--- config.mk ---
export PLATFORM = sky130hd
export DESIGN_NAME = mmio_timer
export DESIGN_NICKNAME = d
export VERILOG_FILES = /design/src/rtl/mmio_timer.sv
export SDC_FILE = /design/constraint.sdc
export NUM_CORES = 1
export LEC_CHECK = 0
export ABC_AREA = 0
export BUFFER_PORTS_ARGS = -buffer_cell sky130_fd_sc_hd__buf_2
export CORE_MARGIN = 4
export CORE_UTILIZATION = 55
export CTS_CLUSTER_SIZE = 20
export DETAILED_ROUTE_END_ITERATION = 6
export GPL_ROUTABILITY_DRIVEN = 0
export PLACE_DENSITY = 0.81
export RECOVER_POWER = 100
export REMOVE_ABC_BUFFERS = 1
export SETUP_SLACK_MARGIN = 0.4
export SLEW_MARGIN = 20
export SYNTH_ARGS = -nofsm -noshare
export SYNTH_HDL_FRONTEND = slang
export SYNTH_SLANG_ARGS = --single-unit
--- constraint.sdc ---
create_clock -name clk -period 2.65 [get_ports clk]
set_input_delay 0.3975 -clock clk [delete_from_list [all_inputs] [get_ports clk]]
set_output_delay 0.3975 -clock clk [all_outputs]
set_load 0.005 [all_outputs]
--- src/rtl/mmio_timer.sv ---
// mmio_timer: memory-mapped down-counting timer for the single-cycle core's data bus.
// Reads are combinational from Addr and writes commit on the rising edge.
// Irq is driven only from registers.
// Optional prescaler: define MMIO_TIMER_PRESCALE_EN to add the 16-bit PRESC register at 0x10.
// BASE_ADDR must be 32-byte aligned. Its low five bits are not used by the decode.
module mmio_timer #(
    parameter logic [31:0] BASE_ADDR = 32'h0000_0400,
    parameter int          CNT_W     = 32
) (
    input  logic        clk,
    input  logic        reset,
    input  logic [31:0] Addr,
    input  logic        MemWrite,
    input  logic [31:0] WriteData,
    output logic [31:0] ReadData,
    output logic        Sel,
    output logic        Irq
);

    localparam logic [2:0] OFF_CTRL   = 3'd0;
    localparam logic [2:0] OFF_LOAD   = 3'd1;
    localparam logic [2:0] OFF_VALUE  = 3'd2;
    localparam logic [2:0] OFF_STATUS = 3'd3;
    localparam logic [2:0] OFF_PRESC  = 3'd4;

    logic             r_en;
    logic             r_auto;
    logic             r_irqen;
    logic             r_tif;
    logic [CNT_W-1:0] r_load;
    logic [CNT_W-1:0] r_value;

    logic       w_sel;
    logic [2:0] w_off;
    logic       w_wr_ctrl;
    logic       w_wr_load;
    logic       w_wr_status;
    logic       w_tick;
    logic       w_cnt;
    logic       w_expire;
    logic       w_unused;

    // The window is 32 bytes, so only Addr[31:5] takes part in the decode.
    assign w_sel    = (Addr[31:5] == BASE_ADDR[31:5]);
    assign w_off    = Addr[4:2];
    assign w_unused = ^Addr[1:0];
    assign Sel      = w_sel;

    assign w_wr_ctrl   = MemWrite && w_sel && (w_off == OFF_CTRL);
    assign w_wr_load   = MemWrite && w_sel && (w_off == OFF_LOAD);
    assign w_wr_status = MemWrite && w_sel && (w_off == OFF_STATUS);

`ifdef MMIO_TIMER_PRESCALE_EN
    logic [15:0] r_presc;
    logic [15:0] r_pc;
    logic        w_wr_presc;

    assign w_wr_presc = MemWrite && w_sel && (w_off == OFF_PRESC);
    assign w_tick     = (r_pc == r_presc);

    // Prescale register
    always_ff @(posedge clk or negedge reset) begin
        if (!reset)
            r_presc <= '0;
        else if (w_wr_presc)
            r_presc <= WriteData[15:0];
    end

    // Prescale counter: it rests at 0 while disabled and restarts on a CTRL or PRESC write.
    always_ff @(posedge clk or negedge reset) begin
        if (!reset)
            r_pc <= '0;
        else if (w_wr_ctrl || w_wr_presc || !r_en || (r_pc == r_presc))
            r_pc <= '0;
        else
            r_pc <= r_pc + 16'd1;
    end
`else
    assign w_tick = 1'b1;
`endif

    assign w_cnt    = r_en && w_tick;
    assign w_expire = w_cnt && (r_value == '0);

    // Control bits. A software CTRL write takes priority over the hardware clearing EN on a one-shot expiry.
    always_ff @(posedge clk or negedge reset) begin
        if (!reset) begin
            r_en    <= 1'b0;
            r_auto  <= 1'b0;
            r_irqen <= 1'b0;
        end else if (w_wr_ctrl) begin
            r_en    <= WriteData[0];
            r_auto  <= WriteData[1];
            r_irqen <= WriteData[2];
        end else if (w_expire && !r_auto) begin
            r_en    <= 1'b0;
        end
    end

    // LOAD register
    always_ff @(posedge clk or negedge reset) begin
        if (!reset)
            r_load <= '0;
        else if (w_wr_load)
            r_load <= WriteData[CNT_W-1:0];
    end

    // Counter. A LOAD write overrides any decrement or reload on the same edge.
    always_ff @(posedge clk or negedge reset) begin
        if (!reset)
            r_value <= '0;
        else if (w_wr_load)
            r_value <= WriteData[CNT_W-1:0];
        else if (w_cnt) begin
            if (r_value != '0)
                r_value <= r_value - CNT_W'(1);
            else if (r_auto)
                r_value <= r_load;
        end
    end

    // Expiry flag. An expiry on the same edge beats a write-1-to-clear.
    always_ff @(posedge clk or negedge reset) begin
        if (!reset)
            r_tif <= 1'b0;
        else if (w_expire)
            r_tif <= 1'b1;
        else if (w_wr_status && WriteData[0])
            r_tif <= 1'b0;
    end

    assign Irq = r_tif & r_irqen;

    // Combinational read mux. Counters are zero-extended, and anything outside the window reads 0.
    always_comb begin
        logic [31:0] v_load;
        logic [31:0] v_value;
        v_load              = '0;
        v_value             = '0;
        v_load[CNT_W-1:0]   = r_load;
        v_value[CNT_W-1:0]  = r_value;
        ReadData            = '0;
        if (w_sel) begin
            case (w_off)
                OFF_CTRL:   ReadData = {29'd0, r_irqen, r_auto, r_en};
                OFF_LOAD:   ReadData = v_load;
                OFF_VALUE:  ReadData = v_value;
                OFF_STATUS: ReadData = {31'd0, r_tif};
`ifdef MMIO_TIMER_PRESCALE_EN
                OFF_PRESC:  ReadData = {16'd0, r_presc};
`endif
                default:    ReadData = '0;
            endcase
        end
    end

endmodule

==> results.py <==
metrics = {
    "sta": {
        "clock_skew_ps": 10.9,
        "tightest_slew_ps": 1110,
        "hold_viol": 0,
        "rsz0062_at_grt": "true",
        "fin_setup_tns_ps": 0,
        "setup_ws_ps": 169,
        "fmax_mhz": 403,
        "final-setup-viol-count": 0,
        "period_needed_ps": 2480,
        "fin_crit_sh": 0.936,
        "drv_slew": 0,
        "slew_headroom": 0.257,
    },
    "pwr": {
        "comb_power_share": 0.058,
        "p_leak_uw": 0.00248,
        "seqPwrFrac": 0.490,
        "cellPowerDensity_nw_per_um2": 365,
        "p_sw_frac": 0.233,
        "power.share.clock": 0.452,
        "ir_worst_vdd_uv": 245,
        "power.internal_uw": 1620,
        "switchingPower_uw": 493,
    },
    "final_layout": {
        "num_antenna_cells": 0,
        "fin_nets": 756,
        "final_layout_size_suffix_gt1_frac": 0.296,
        "fin_cells": 794,
        "final_util": 0.748,
        "syn_to_final_growth_pct": 31.1,
        "multi_input_area_sq_um": 2730,
        "area.sequential_sq_um": 1710,
        "num-fill-cells": 585,
    },
    "die": {
        "fp.dieArea_sq_um": 9560,
        "io_pins": 101,
        "dieWidth_um": 97.8,
        "num_rows": 32,
        "start_util": 0.570,
        "chipHeight_um": 97.8,
        "core-area_sq_um": 7770,
    },
    "clock_tree": {
        "cts_tree": "built",
        "cts.root.buffer_cell": "clkbuf_8",
        "cts_inserted_buffers": 9,
        "cts.sinks": 68,
        "h-tree-depth": 3,
        "cts_buffer_depth": 2,
        "path_clk_slew_ps": 80,
        "worstSkewPairLatency_ps": 350,
    },
    "place": {
        "dp_hpwl_mm": 9.50,
        "post-place-cells": 751,
        "preCtsSetupSlack_ps": 172,
        "io_buffers": 98,
    },
    "setup_path": {
        "worst_setup_path_start_kind": "register",
        "critPathMaxStageDelay_ps": 580,
        "crit_required_ps": 2940,
        "crit_chain": "or4_4 > nor4_4 > buf_4 > and4_4 > clkbuf_2 > o21ai_1 > a221o_1 > nand2_1",
        "cp-end-kind": "register",
        "cp_max_fo": 6,
        "critPathTopFamily": "simple AND/OR/NAND/NOR gates",
        "arrival_ps": 2770,
        "slowest_stage": "or4_4",
        "path_class": "reg -> reg",
        "path_buf_inv": 2,
    },
    "routing": {
        "avgViaCountPerCell": 6.58,
        "routedWlPerCell_um": 20.4,
        "vias": 5223,
        "drtIter0Drc": 763,
        "drtAntennaViolNets": 0,
        "dr.pass1.iters": 6,
        "wl_mm": 16.2,
        "drc_errors": 0,
    },
    "synthesis": {
        "synth.distinct_cells": 62,
        "synth.area.top_cells": "dfrtp_1 38%, nand2_1 9.9%, nor2_1 5.4%",
        "async_reset_ff_frac": 1.00,
        "yosys_warnings": 0,
        "syn_area_sq_um": 4430,
        "yosys.area.top_type_share": 0.384,
        "postSynthAreaPerCell_sq_um": 7.80,
        "synth_edf_count": 0,
        "yosysTopAreaCell": "dfrtp_1",
        "synth-seq-cells": 68,
        "synth_flop_cell": "dfrtp_1",
        "yosysSeqAreaShare": 0.384,
        "syn-instance-count": 568,
    },
    "grt": {
        "grt_pass1_wl_mm": 24.7,
        "grt_max_degree": 48,
        "grt_pass1_vias": 4962,
        "grt-ovfl-total": 0,
        "antenna_found_initial": 0,
        "gr-usage-all-layers": 0.315,
    },
    "status": {
        "outcome": "complete, no violations",
    },
    "flow_run": {
        "cap_viol_max_count": 0,
    },
    "worst_hold_path": {
        "min_path_type": "in -> reg",
    },
}
-- area by class of cell --
class	instances	area share
Multi-Input combinational cell	445	0.470
Sequential cell	68	0.294
Timing Repair Buffer	151	0.168
Clock buffer	13	0.0308
Tap cell	102	0.0220
Inverter	12	0.00776
Clock inverter	3	0.00732
-- cell families (layout without fill, tap and decap cells) --
kind of cell / Yosys count / in the layout / share of synthesized area
mux: 11 / 11 / 0.0288
compound gates: 146 / 146 / 0.219
xor+xnor: 11 / 11 / 0.0217
flops: 68 / 68 / 0.384
fa+ha+maj: 2 / 2 / 0.00565
simple gates: 275 / 275 / 0.292
buf+inv: 55 / 179 / 0.0494
-- state kept, by name, summed over array words and instances, names as in the netlist --
signal,count
r_load,32
r_value,32
r_auto,1
r_en,1
r_irqen,1
r_tif,1
-- power by group through the flow --
stage               registers, uW  logic (uW)  clock network (uW)
finish                       1040         124                 957
global route                 1040         136                1000
CTS                          1040         119                 947
detailed placement           1060         117                   0
global placement             1060         114                   0
floorplan                    1060        25.2                   0
-- per-layer routing --
metal,part of all wire,wire [um],vias to the layer above,global-route usage
li1,-,-,2274,-
met1,0.38,6130,2446,0.413
met2,0.48,7770,413,0.521
met3,0.096,1560,90,0.0443
met4,0.046,752,0,0.141
met5,0,0,-,0
-- worst reg2reg max path, delay by kind of cell (launching register included) --
| kind | cells | cell delay [ps] |
|---|---|---|
| DFF | 1 | 450 |
| and+or+nand+nor | 4 | 1160 |
| AOI/OAI and AO/OA | 2 | 400 |
| buffers and inverters | 2 | 430 |
-- cell usage in the layout, fill, tap and decap left out, drive strengths merged, types with 17 or more instances in the layout --
| cell | count |
|---|---|
| nor4 | 17 |
| a21oi | 32 |
| clkbuf | 48 |
| nor3 | 18 |
| o21ai | 37 |
| nor2 | 64 |
| buf | 115 |
| a22oi | 31 |
| nand2 | 117 |
| dfrtp | 68 |
-- timing repair --
| item | CTS | global route |
|---|---|---|
| buffers inserted | 16 | 8 |
| resized for setup | 40 | 55 |
| cloned | 0 | 2 |
| hold buffers | 1 | 0 |
| setup endpoints to repair | 65 | 65 |
| endpoints found under the hold margin | 10 | 0 |
| pin swaps | 15 | 29 |
-- through the flow --
step	total power [uW]	area (sq um)	hold slack, ps
global placement	1170	5100	359
finish	2120	5810	251
floorplan	1080	4260	102
CTS	2100	5610	248
detailed placement	1170	5100	369
global route	2180	5810	259
-- Yosys cell counts, drive strengths merged (7+ instances only) --
cell / n
nand2: 117
a22oi: 31
xor2: 8
nor2: 64
o31ai: 7
buf: 9
nor4: 17
o21ai: 37
nand3: 12
nor3: 18
clkbuf: 34
dfrtp: 68
inv: 12
a21oi: 32
-- path summary, 6_finish.rpt --
check	start	end	slack, ps	cells after the start
max in group asynchronous	reset	r_value[20]	740	3
worst min register to register	r_load[12]	r_load[12]	510	2
worst max register to register	r_value[14]	r_value[4]	170	8
min in group asynchronous	reset	r_load[4]	770	2
worst min-delay path	WriteData[27]	r_load[27]	250	3
worst max-delay path	r_value[14]	r_value[4]	170	8
No activity file was read; power rests on OpenSTA's default activity.
